===== config.mk =====
export PLATFORM = sky130hd
export DESIGN_NAME = rvv_xrf_wb_arb
export DESIGN_NICKNAME = d
export VERILOG_FILES = /design/src/rtl/rvv_xrf_wb_arb_pkg.sv /design/src/rtl/rvv_mw_fifo.sv /design/src/rtl/rvv_xrf_wb_arb.sv
export SDC_FILE = /design/constraint.sdc
export NUM_CORES = 1
export LEC_CHECK = 0
export BUFFER_PORTS_ARGS = -buffer_cell sky130_fd_sc_hd__buf_2
export CORE_AREA = 2 2 178 180
export CTS_CLUSTER_DIAMETER = 40
export DETAILED_ROUTE_END_ITERATION = 12
export DIE_AREA = 0 0 180 182
export GPL_TIMING_DRIVEN = 0
export PLACE_DENSITY = 0.53
export SLEW_MARGIN = 20
export SYNTH_ARGS = -nofsm -noshare
export SYNTH_HDL_FRONTEND = slang
export SYNTH_SLANG_ARGS = --single-unit

===== constraint.sdc =====
create_clock -name clk -period 3.38 [get_ports clk]
set_clock_uncertainty 0.15 [all_clocks]
set_input_delay 0.507 -clock clk [delete_from_list [all_inputs] [get_ports clk]]
set_output_delay 0.507 -clock clk [all_outputs]
set_load 0.01 [all_outputs]

===== src/rtl/rvv_xrf_wb_arb_pkg.sv =====
// Shared RVV scalar-writeback definitions: retire-slot count, default buffer depth
// and the writeback record that connects directly to RT2XRF_t consumers.
package rvv_xrf_wb_arb_pkg;

   localparam int unsigned NUM_RT_UOP   = 2;
   localparam int unsigned XRF_WB_DEPTH = 4;

   typedef logic [31:0] xrf_data_t;
   typedef logic [4:0]  xrf_addr_t;

   typedef struct packed {
      xrf_addr_t rt_index;
      xrf_data_t rt_data;
   } XRF_WB_t;

endpackage


===== src/rtl/rvv_mw_fifo.sv =====
// Generic N-write / 1-read compacting circular FIFO. Pushed slots land at consecutive
// entries from wptr in ascending slot order; space_o is a prefix mask from the registered count.
module rvv_mw_fifo
   import rvv_xrf_wb_arb_pkg::*;
#(
   parameter int unsigned NUM_W = NUM_RT_UOP,
   parameter int unsigned DEPTH = XRF_WB_DEPTH,
   parameter type         T     = XRF_WB_t
)(
   input  logic                       clk,
   input  logic                       rstn,
   input  logic [NUM_W-1:0]           push_i,
   input  T                           wdata_i [NUM_W],
   output logic [NUM_W-1:0]           space_o,
   input  logic                       pop_i,
   output logic                       valid_o,
   output T                           rdata_o,
   output logic [$clog2(DEPTH+1)-1:0] count_o
);

   localparam int unsigned PW = $clog2(DEPTH);
   localparam int unsigned CW = $clog2(DEPTH+1);

   T              mem_q [DEPTH];
   logic [PW-1:0] wptr_q, wptr_d, rptr_q, rptr_d;
   logic [CW-1:0] count_q, count_d, enq_n;
   logic [PW-1:0] slot_off [NUM_W];
   logic          deq;

   genvar gi;
   generate
      for (gi = 0; gi < NUM_W; gi++) begin : g_space
         assign space_o[gi] = (DEPTH - 32'(count_q)) > gi;
      end
   endgenerate

   // Running prefix count gives each pushed slot its offset from wptr.
   always_comb begin
      enq_n = '0;
      for (int i = 0; i < NUM_W; i++) begin
         slot_off[i] = enq_n[PW-1:0];
         enq_n       = enq_n + CW'(push_i[i]);
      end
   end

   assign valid_o = (count_q != '0);
   assign deq     = pop_i && valid_o;
   assign rdata_o = mem_q[rptr_q];
   assign count_o = count_q;

   assign count_d = count_q + enq_n - CW'(deq);
   assign wptr_d  = wptr_q + enq_n[PW-1:0];
   assign rptr_d  = rptr_q + PW'(deq);

   always_ff @(posedge clk or negedge rstn) begin
      if (!rstn) begin
         wptr_q  <= '0;
         rptr_q  <= '0;
         count_q <= '0;
         for (int i = 0; i < DEPTH; i++) mem_q[i] <= '0;
      end else begin
         wptr_q  <= wptr_d;
         rptr_q  <= rptr_d;
         count_q <= count_d;
         for (int i = 0; i < NUM_W; i++) begin
            if (push_i[i]) mem_q[wptr_q + slot_off[i]] <= wdata_i[i];
         end
      end
   end

endmodule


===== src/rtl/rvv_xrf_wb_arb.sv =====
// Scalar-regfile writeback arbiter: buffers retire-slot writebacks in age order and drains
// one per cycle. Define RVV_XRF_WB_BYPASS_EN for a zero-latency path when the buffer is empty.
module rvv_xrf_wb_arb
   import rvv_xrf_wb_arb_pkg::*;
#(
   parameter int unsigned NUM_PORTS = NUM_RT_UOP,
   parameter int unsigned DEPTH     = XRF_WB_DEPTH,
   parameter type         RegDataT  = logic [31:0],
   parameter type         RegAddrT  = logic [4:0]
)(
   input  logic                       clk,
   input  logic                       rstn,
   input  logic [NUM_PORTS-1:0]       in_valid,
   input  RegAddrT                    in_addr [NUM_PORTS],
   input  RegDataT                    in_data [NUM_PORTS],
   output logic [NUM_PORTS-1:0]       in_ready,
   output logic                       out_valid,
   output RegAddrT                    out_addr,
   output RegDataT                    out_data,
   input  logic                       out_ready,
   output logic [$clog2(DEPTH+1)-1:0] count,
   output logic                       idle
);

   typedef struct packed {
      RegAddrT rt_index;
      RegDataT rt_data;
   } wb_t;

   wb_t                  wdata [NUM_PORTS];
   wb_t                  fifo_head, head;
   logic [NUM_PORTS-1:0] nonzero, accept, push;
   logic                 fifo_valid;

   genvar gi;
   generate
      for (gi = 0; gi < NUM_PORTS; gi++) begin : g_slot
         assign wdata[gi]   = '{rt_index: in_addr[gi], rt_data: in_data[gi]};
         assign nonzero[gi] = (in_addr[gi] != '0);
      end
   endgenerate

   // x0 writes complete the handshake but never reach the buffer.
   assign accept = in_valid & in_ready;

`ifdef RVV_XRF_WB_BYPASS_EN
   logic [NUM_PORTS-1:0] byp_cand, byp_take;
   logic                 byp_hit;
   wb_t                  byp_ent;

   // Descending scan so the oldest eligible slot is the one left selected.
   always_comb begin
      byp_cand = '0;
      byp_ent  = '0;
      for (int i = NUM_PORTS - 1; i >= 0; i--) begin
         if (in_valid[i] && nonzero[i]) begin
            byp_cand    = '0;
            byp_cand[i] = 1'b1;
            byp_ent     = wdata[i];
         end
      end
   end

   assign byp_hit   = (count == '0) && (byp_cand != '0);
   assign byp_take  = byp_cand & {NUM_PORTS{byp_hit && out_ready}};
   assign push      = accept & nonzero & ~byp_take;
   assign out_valid = fifo_valid || byp_hit;
   assign head      = fifo_valid ? fifo_head : byp_ent;
`else
   assign push      = accept & nonzero;
   assign out_valid = fifo_valid;
   assign head      = fifo_head;
`endif

   assign out_addr = head.rt_index;
   assign out_data = head.rt_data;
   assign idle     = (count == '0) && !(|in_valid);

   rvv_mw_fifo #(
      .NUM_W (NUM_PORTS),
      .DEPTH (DEPTH),
      .T     (wb_t)
   ) u_fifo (
      .clk     (clk),
      .rstn    (rstn),
      .push_i  (push),
      .wdata_i (wdata),
      .space_o (in_ready),
      .pop_i   (out_ready),
      .valid_o (fifo_valid),
      .rdata_o (fifo_head),
      .count_o (count)
   );

endmodule

-- Word level (Yosys, flattened, before mapping)
Cells that the tools add are included.
- $add $sub $neg: 7
- order comparisons: 7
- muxes and demuxes: 11
- bitwise logic cells: 5
- reduce and logical (&&, ||, !) cells: 10
- operator list (cell ; number):
    148-bit bitwise mux ; 2
    148-bit 2-to-1 mux ; 2
    37-bit demux with 2-bit select ; 2
    37-bit 2-to-1 mux ; 4
    37-bit binary-select mux with 2-bit select ; 1
    32-bit by 1-bit > comparator with 1-bit output (second input constant) ; 2
    5-bit nonzero test ; 2
    3-bit greater-or-equal comparator (second input constant) ; 3
    2-bit NOT with 3-bit output ; 3
    3-bit by 1-bit < comparator with 1-bit output (second input constant) ; 2
    2-bit by 1-bit adder with 2-bit output ; 2
    2-bit AND ; 2
    1-bit logical AND ; 4
    3-bit by 3-bit subtractor with 4-bit output (first input constant) ; 1
    3-bit adder ; 1
    3-bit zero test ; 1
    3-bit nonzero test ; 1
    3-bit by 1-bit subtractor with 3-bit output ; 1
    1-bit by 1-bit adder with 2-bit output ; 1
    2-bit adder ; 1
    2-bit OR reduction ; 1
    1-bit zero test ; 1
- register bits after elaboration: 155
- input port bits: 79
- output and inout bits: 44
- logic and storage cells: 51

-- Depth between registers and ports, before layout
Gate-level depths: netlist of run 1.
- depth after elaboration: 12
- gate-level depth with buffers: 13

-- Cells and area by module
From an unflattened synthesis of run 1, not the netlist that was laid out.
- cell total of the unflattened synthesis: 918
- area total of the unflattened synthesis: 8295.5 um^2
- by module, submodules not included (module ; instances ; cells each ; area an instance (um^2) ; sequential area each (um^2)):
    rvv_mw_fifo ; 1 ; 912 ; 8251.7 ; 3878.7
    rvv_xrf_wb_arb ; 1 ; 6 ; 43.8 ; 0.0

-- Least setup slack after synthesis of run 1
OpenSTA, ideal clock, no wires.
- path kind: reg2reg
- start point: reg u_fifo.count_q[1] (netlist: u_fifo.count_o[1])
- end point: reg u_fifo.count_q[2] (netlist: u_fifo.count_o[2])
- setup time: 0.123 ns
- arrival: 2.839 ns
- data required time: 3.107 ns
- setup slack: 0.269 ns
- stages on the path, launching flop included: 14
- buffers on the path: 3
- cells stage by stage: dfrtp_1 > nor2_1 > ha_1 > o21a_1 > buf_2 > clkbuf_1 > clkbuf_1 > nor2_1 > ha_1 > inv_1 > ha_1 > fa_1 > xnor2_1 > xnor2_1
- longest elaborated chain between the ends: 7
- RTL lines (element ; line ; text):
    start: declaration ; rvv_mw_fifo.sv:26 ; logic [CW-1:0] count_q, count_d, enq_n;
    start signal: assignment ; rvv_mw_fifo.sv:64 ; count_q <= count_d;
    3-bit by 3-bit subtractor with 4-bit output ; rvv_mw_fifo.sv:33 ; assign space_o[gi] = (DEPTH - 32'(count_q)) > gi;
    32-bit by 1-bit > comparator with 1-bit output ; rvv_mw_fifo.sv:33 ;
    2-bit AND ; rvv_xrf_wb_arb.sv:44 ; assign accept = in_valid & in_ready;
    2-bit AND ; rvv_xrf_wb_arb.sv:70 ; assign push = accept & nonzero;
    1-bit by 1-bit adder with 2-bit output ; rvv_mw_fifo.sv:42 ; enq_n = enq_n + CW'(push_i[i]);
    3-bit adder ; rvv_mw_fifo.sv:51 ; assign count_d = count_q + enq_n - CW'(deq);
    3-bit by 1-bit subtractor with 3-bit output * ; rvv_mw_fifo.sv:51 ;
    net u_fifo.count_d[2] ; rvv_mw_fifo.sv:26 ;
The timed path passes the listed nets; every way through them passes the cells marked *.

-- Final worst setup path of run 1
- start point: in in_addr[1] (netlist bit)
- end point: reg u_fifo.count_q[2] (netlist: u_fifo.count_o[2])
- longest elaborated chain between the ends: 5
- RTL lines (element ; line ; text):
    start: declaration ; rvv_xrf_wb_arb.sv:14 ; input RegAddrT in_addr [NUM_PORTS],
    5-bit nonzero test ; rvv_xrf_wb_arb.sv:39 ; assign nonzero[gi] = (in_addr[gi] != '0);
    2-bit AND ; rvv_xrf_wb_arb.sv:70 ;
    1-bit by 1-bit adder with 2-bit output ; rvv_mw_fifo.sv:42 ;
    3-bit adder ; rvv_mw_fifo.sv:51 ;
    3-bit by 1-bit subtractor with 3-bit output ; rvv_mw_fifo.sv:51 ;
    net u_fifo.count_d[2] ; rvv_mw_fifo.sv:26 ;
The timed path passes the listed nets, and every way through them passes these cells.

==> impl_results.md, run 1 <==
* Pwr per Cell Area at 1240 mW/mm^2
* Area of placed instances at 0.0103 mm^2
* Hold Path Class: primary input to register
* Fin worst setup slack at 148 ps
* Drt wl/cell at 27.7 um
* Setup violations, final at 0
* Sequential area share after synthesis at 0.423
* Dominant cells by area after synthesis: dfrtp_1 42%, nor4_1 10%, a31oi_1 10%, mux4_2 9.1%, nand3_1 8.1%
* I/O pins at 123
* YS warnings at 0
* Post-Syn Instances at 976
* CTS tree: yes
* DR vias/cell at 6.43
* Commonest non-fill, non-tap cell in the layout: dfrtp_1
* CP Max Fanout at 10
* Ant diodes at 0
* Outcome: finished clean
* Layout area overhead at 19.2%
* Port Buf Inserts at 122
* Total number of H-tree levels at 4
* Pre-antenna DRT Iters at 7
* Met3 routed WL at 4.43 mm
* Routed Antenna Nets at 0
* Die area at 0.0328 mm^2
* Initial Util at 0.296
* Std-Cell Rows at 65
* DRT met1 WL at 17.4 mm
* Initial antenna violation count at 0
* Post-Syn Nets at 1064
* First-pass GRT wire length at 64.1 mm
* CTS Buf Count at 17
* Total Wirelength at 42.5 mm
* Die height at 182 um
* Vias in the first global route at 9937
* Worst skew pair latency at 430 ps
* Place WS at -474 ps
* First DRT Iteration DRCs at 1330
* Final Hold Fails at 0
* Post-synthesis cell area at 0.00917 mm^2
* Max-slew headroom at 0.506
* Layout cells sized above 1 at 0.250
* Largest net degree at the start of global routing at 63
* Fmax at 309 MHz
* VDD IR max at 0.000590 V
* DRC viols at 0
* Syn avg cell area at 9.39 um^2
* Root buffer cell: clkbuf_16
* Lkg Pwr at 4.01 nW
* Tot GR Track Use at 0.258
* Final critical-path required period at 3230 ps
* CP Capture Type: register
* Crit Path Category: primary input to register
* Most frequent cells in the layout: 155 x dfrtp_1, 149 x nor4_1, 149 x buf_2
* CTS clk-pin slew, worst paths at 70 ps
* Post-route cell area at 0.0109 mm^2
* Worst EP arrival at 3440 ps
* DPL Wire Length at 27.8 mm
* Post-CTS setup buffers at 0
* Max-cap violations at 0
* Total grt overflow at 0
* Slew @ Worst Pin at 740 ps
* Clock buffer depth at 2
* Required @ worst endpoint at 3580 ps
* Routed wl met2 at 19.2 mm
* RePlAce Congestion at 0.874
* Final worst-path cycle share at 0.956
* Uppermost layer routed: met4
* Final nets at 1207
* Chip Width at 180 um
* Core ar. at 0.0310 mm^2
* Total number of vias at 9859
* Synth top area share at 0.423
* Sink Count at 155
* #FFs+latches synth at 155
* Cell taking the most area after synthesis: dfrtp_1
* Synth unique cells at 29
* Worst setup SP type: primary input
* Fill cells at 3212
* Slew Limit Fails at 0
==> final cells by class <==
type	count	area [um^2]	area share
Clock inverter	12	101	0.00928
Multi-Input combinational cell	669	4560	0.417
Timing Repair Buffer	125	686	0.0628
Tap cell	402	503	0.0460
Inverter	14	52.6	0.00481
Sequential cell	155	3880	0.355
Buffer	137	711	0.0650
Clock buffer	20	437	0.0400
==> registers in the layout (all words and copies together) (netlist names) <==
name / flops
u_fifo.mem_q: 148
u_fifo.count_o: 3
u_fifo.rptr_q: 2
u_fifo.wptr_q: 2
==> per-layer routing <==
layer  vias up  global-route usage
met5         -                   0
li1       4150                   -
met4         0               0.106
met2       716               0.399
met1      4883               0.347
met3       110              0.0602
==> timing repair <==
item	4_1_cts	5_1_grt
setup endpoints to repair	103	89
hold buffers	1	0
cloned	0	0
endpoints found under the hold margin	37	0
resized for setup	12	25
==> critical path, stage by stage <==
cell,delay [ps]
buf_2,140
or4_4,550
o21ai_4,350
buf_4,290
buf_4,250
nor2_2,70
ha_1,200
inv_1,60
ha_1,230
fa_1,440
xnor2_1,200
xnor2_1,140
==> synth_stat cells <==
| master | instances |
|---|---|
| nor3_1 | 1 |
| nand2_1 | 2 |
| a31oi_1 | 148 |
| buf_2 | 28 |
| o21ai_0 | 143 |
| o2111ai_2 | 2 |
| nor2b_1 | 1 |
| o21ai_1 | 5 |
| nor2_1 | 2 |
| ha_1 | 8 |
| fa_1 | 1 |
| nand3_1 | 148 |
| or3_1 | 4 |
| nor3b_2 | 1 |
| and3b_1 | 1 |
| or4_4 | 2 |
| a211oi_1 | 1 |
| xnor2_1 | 5 |
| mux4_2 | 37 |
| o21ai_4 | 1 |
| xor2_1 | 2 |
| dfrtp_1 | 155 |
| a2111oi_2 | 2 |
| o21a_1 | 1 |
| nand2b_1 | 2 |
| clkbuf_1 | 75 |
| buf_4 | 35 |
| inv_1 | 14 |
| nor4_1 | 149 |
==> through the flow <==
stage	power [mW]	instances	TNS, ps	hold WS (ps)	util
2_1_floorplan	8.22	976	0	61.4	-
3_3_place_gp	11.3	1500	-179000	336	0.332
3_5_place_dp	11.4	1502	-27160	269	0.334
4_1_cts	13.3	1534	0	237	0.352
5_1_grt	14.2	1534	-3.88	251	0.353
6_report	13.5	1534	0	243	0.353
==> report_power, final <==
group | leakage (nW) | switching, mW | internal (mW)
combinational | 1.94 | 5.40 | 2.81
sequential | 1.81 | 0.532 | 2.89
clock | 0.252 | 0.860 | 1.01
total | 4.01 | 6.79 | 6.71
==> worst paths after layout <==
kind | depth (start not counted) | startpoint | slack (ps) | endpoint
max reg2reg | 11 | u_fifo.count_o[1] | 190 | u_fifo.mem_q[55]
min in group asynchronous | 2 | rstn | 400 | u_fifo.count_o[2]
min | 3 | in_data[40] | 240 | u_fifo.mem_q[45]
min reg2reg | 1 | u_fifo.rptr_q[0] | 350 | u_fifo.rptr_q[0]
max | 12 | in_addr[1] | 150 | u_fifo.count_o[2]
max in group asynchronous | 3 | rstn | 2020 | u_fifo.mem_q[93]
==> cells by family after synthesis <==
logic type      count (synthesis)  share of synthesized area
buf+inv                       152                     0.0804
mux                            37                     0.0909
xor+xnor                        7                    0.00669
compound gates                303                      0.192
flops                         155                      0.423
simple gates                  313                      0.194
fa+ha+maj                       9                     0.0131
Note: power is estimated with default switching activity, not from simulation.
==> run 2: changes to the inputs <==
--- a/config.mk
+++ b/config.mk
@@ -5,7 +5,7 @@
 export SDC_FILE = /design/constraint.sdc
 export NUM_CORES = 1
 export LEC_CHECK = 0
-export BUFFER_PORTS_ARGS = -buffer_cell sky130_fd_sc_hd__buf_2
+export BUFFER_PORTS_ARGS = -buffer_cell sky130_fd_sc_hd__buf_4
 export CORE_AREA = 2 2 178 180
 export CTS_CLUSTER_DIAMETER = 40
 export DETAILED_ROUTE_END_ITERATION = 12
==> impl_results.md, run 2 (synthesis gave the netlist of run 1 again) <==
* Outcome: finished clean (unchanged)
* Vias in the first global route at 9936 (was 9937)
* CTS tree: yes (unchanged)
* WHS at 225 ps (was 243 ps)
* Pre-antenna DRT Iters at 5 (was 7)
* Core ar. at 0.0310 mm^2 (unchanged)
* CP Max Fanout at 10 (unchanged)
* Final Hold Fails at 0 (unchanged)
* Slew @ Worst Pin at 819 ps (was 740 ps)
* GR Util met2 at 0.389 (was 0.399)
* Grt peak-use layer: met2 (unchanged)
* Power Internal at 7.10 mW (was 6.71 mW)
* DRC viols at 0 (unchanged)
* Biggest register: u_fifo.mem_q (unchanged)
* Routed Antenna Nets at 0 (unchanged)
* Chip Width at 180 um (unchanged)
* Largest net degree at the start of global routing at 80 (was 63)
* DR vias/cell at 6.45 (was 6.43)
* Ant diodes at 0 (unchanged)
* Max reg flops at 148 (unchanged)
* Final critical-path required period at 3330 ps (was 3230 ps)
* Max-slew headroom at 0.454 (was 0.506)
* Most frequent cells in the layout: 157 x buf_4, 155 x dfrtp_1, 149 x nor4_1 (was 155 x dfrtp_1, 149 x nor4_1, 149 x buf_2)
* Slew Limit Fails at 0 (unchanged)
* Met1 GRT Util at 0.350 (was 0.347)
* Total Wirelength at 42.0 mm (was 42.5 mm)
* Worst skew pair latency at 440 ps (was 430 ps)
* Fill cells at 3170 (was 3212)
* Pwr per Cell Area at 1240 mW/mm^2 (about the same)
* Worst setup SP type: register (was primary input)
* Std-Cell Rows at 65 (unchanged)
* Total grt overflow at 0 (unchanged)
* Place WS at -504 ps (was -474 ps)
* Reg power frac at 0.245 (was 0.254)
* Commonest non-fill, non-tap cell in the layout: buf_4 (was dfrtp_1)
* RePlAce Congestion at 0.890 (was 0.874)
* Lkg Pwr at 4.13 nW (was 4.01 nW)
* First DRT Iteration DRCs at 1202 (was 1330)
* CP Capture Type: output pin (was register)
* Hold Path Class: primary input to register (unchanged)
* Drt wl/cell at 27.4 um (was 27.7 um)
* I/O pins at 123 (unchanged)
* Initial antenna violation count at 0 (unchanged)
* CTS Buf Count at 17 (unchanged)
* Combinational share of power at 0.612 (was 0.608)
* Total number of H-tree levels at 4 (unchanged)
* Sw frac at 0.490 (was 0.503)
* P_sw at 6.83 mW (was 6.79 mW)
* DPL Wire Length at 27.5 mm (was 27.8 mm)
* Post-route cell area at 0.0113 mm^2 (was 0.0109 mm^2)
* First-pass GRT wire length at 63.3 mm (was 64.1 mm)
* Layout cells sized above 1 at 0.251 (was 0.250)
* Layout area overhead at 22.8% (was 19.2%)
* Die area at 0.0328 mm^2 (unchanged)
* Required @ worst endpoint at 2720 ps (was 3580 ps)
* Fin worst setup slack at 50.8 ps (was 148 ps)
* VDD IR max at 0.000728 V (was 0.000590 V)
* RSZ-0062 raised after global routing: no
* Worst EP arrival at 2670 ps (was 3440 ps)
* Final worst-path cycle share at 0.985 (was 0.956)
* CTS clk-pin slew, worst paths at 70 ps (about the same)
* Tot GR Track Use at 0.255 (was 0.258)
* Sink Count at 155 (unchanged)
* Final nets at 1206 (was 1207)
* Fmax at 300 MHz (was 309 MHz)
* Max-cap violations at 0 (unchanged)
* Setup violations, final at 0 (unchanged)
* Die height at 182 um (unchanged)
* Total chip power at 13.9 mW (was 13.5 mW)
* Initial Util at 0.296 (unchanged)
* Clock buffer depth at 2 (unchanged)
* Met3 GRT Util at 0.0517 (was 0.0602)
* Crit Path Category: register to output pin (was primary input to register)
* Post-CTS setup buffers at 0 (unchanged)
* Clock group share of total power at 0.143 (was 0.138)
* Port Buf Inserts at 122 (unchanged)
* Root buffer cell: clkbuf_16 (unchanged)
* Area of placed instances at 0.0106 mm^2 (was 0.0103 mm^2)
* Total number of vias at 9890 (was 9859)
-- run 2: cell types whose count changed in the layout (fill, tap and decap cells not counted), moves of 2 or more --
cell	change
buf_2	-122
buf_4	+121
clkinv_4	+2
clkinvlp_4	-2
inv_6	+2
-- run 2: routing by layer --
metal	share of wire	routed length, um	vias up
li1	-	-	4157
met1	0.41	17300	4864
met2	0.45	18800	737
met3	0.10	4310	132
met4	0.037	1570	0
met5	0	0	-
-- run 2: final cells by class --
class,count,area [um^2],share of cell area
clock buffers,18,439,0.0390
flip-flops and latches,155,3880,0.345
plain buffers,137,708,0.0629
clock inverters,14,146,0.0130
well taps,402,503,0.0447
repair buffers,124,961,0.0854
inverters,14,52.6,0.00467
multi-input cells,669,4570,0.406
-- run 2: final timing paths --
kind / slack, ps / end / depth (start not counted) / from
setup / recovery: 50 / out_data[2] / 4 / u_fifo.rptr_q[1]
hold reg to reg: 360 / u_fifo.rptr_q[0] / 1 / u_fifo.rptr_q[0]
min in group asynchronous: 460 / u_fifo.count_o[1] / 2 / rstn
max in group asynchronous: 1770 / u_fifo.mem_q[11] / 3 / rstn
setup reg to reg: 160 / u_fifo.count_o[2] / 12 / u_fifo.count_o[1]
hold / removal: 220 / u_fifo.mem_q[105] / 3 / in_data[63]
-- run 2: timing repair --
action                                 in CTS  in global routing
endpoints found under the hold margin      76                  0
hold buffers                                1                  0
setup endpoints to repair                 103                118
gates resized for setup                    12                 19
-- run 2: per-stage QoR --
stage	util	instances	setup TNS, ps
global placement	0.342	1500	-20320
detailed placement	0.343	1501	-22540
floorplan	-	976	0
finish	0.363	1533	0
global route	0.363	1533	0
CTS	0.362	1533	0
-- run 2: worst max-delay path: stages (launching register included) --
cell      delay, ps
dfrtp_1         380
clkbuf_1        630
clkbuf_2        600
mux4_2          440
buf_4           170
-- run 2: power by group through the flow --
stage	sequential [mW]	combinational, mW	clock, mW
2_1_floorplan	3.22	5.01	0
3_3_place_gp	3.41	8.18	0
3_5_place_dp	3.41	8.27	0
4_1_cts	3.39	8.30	1.99
5_1_grt	3.51	9.07	2.07
6_report	3.41	8.53	2.00
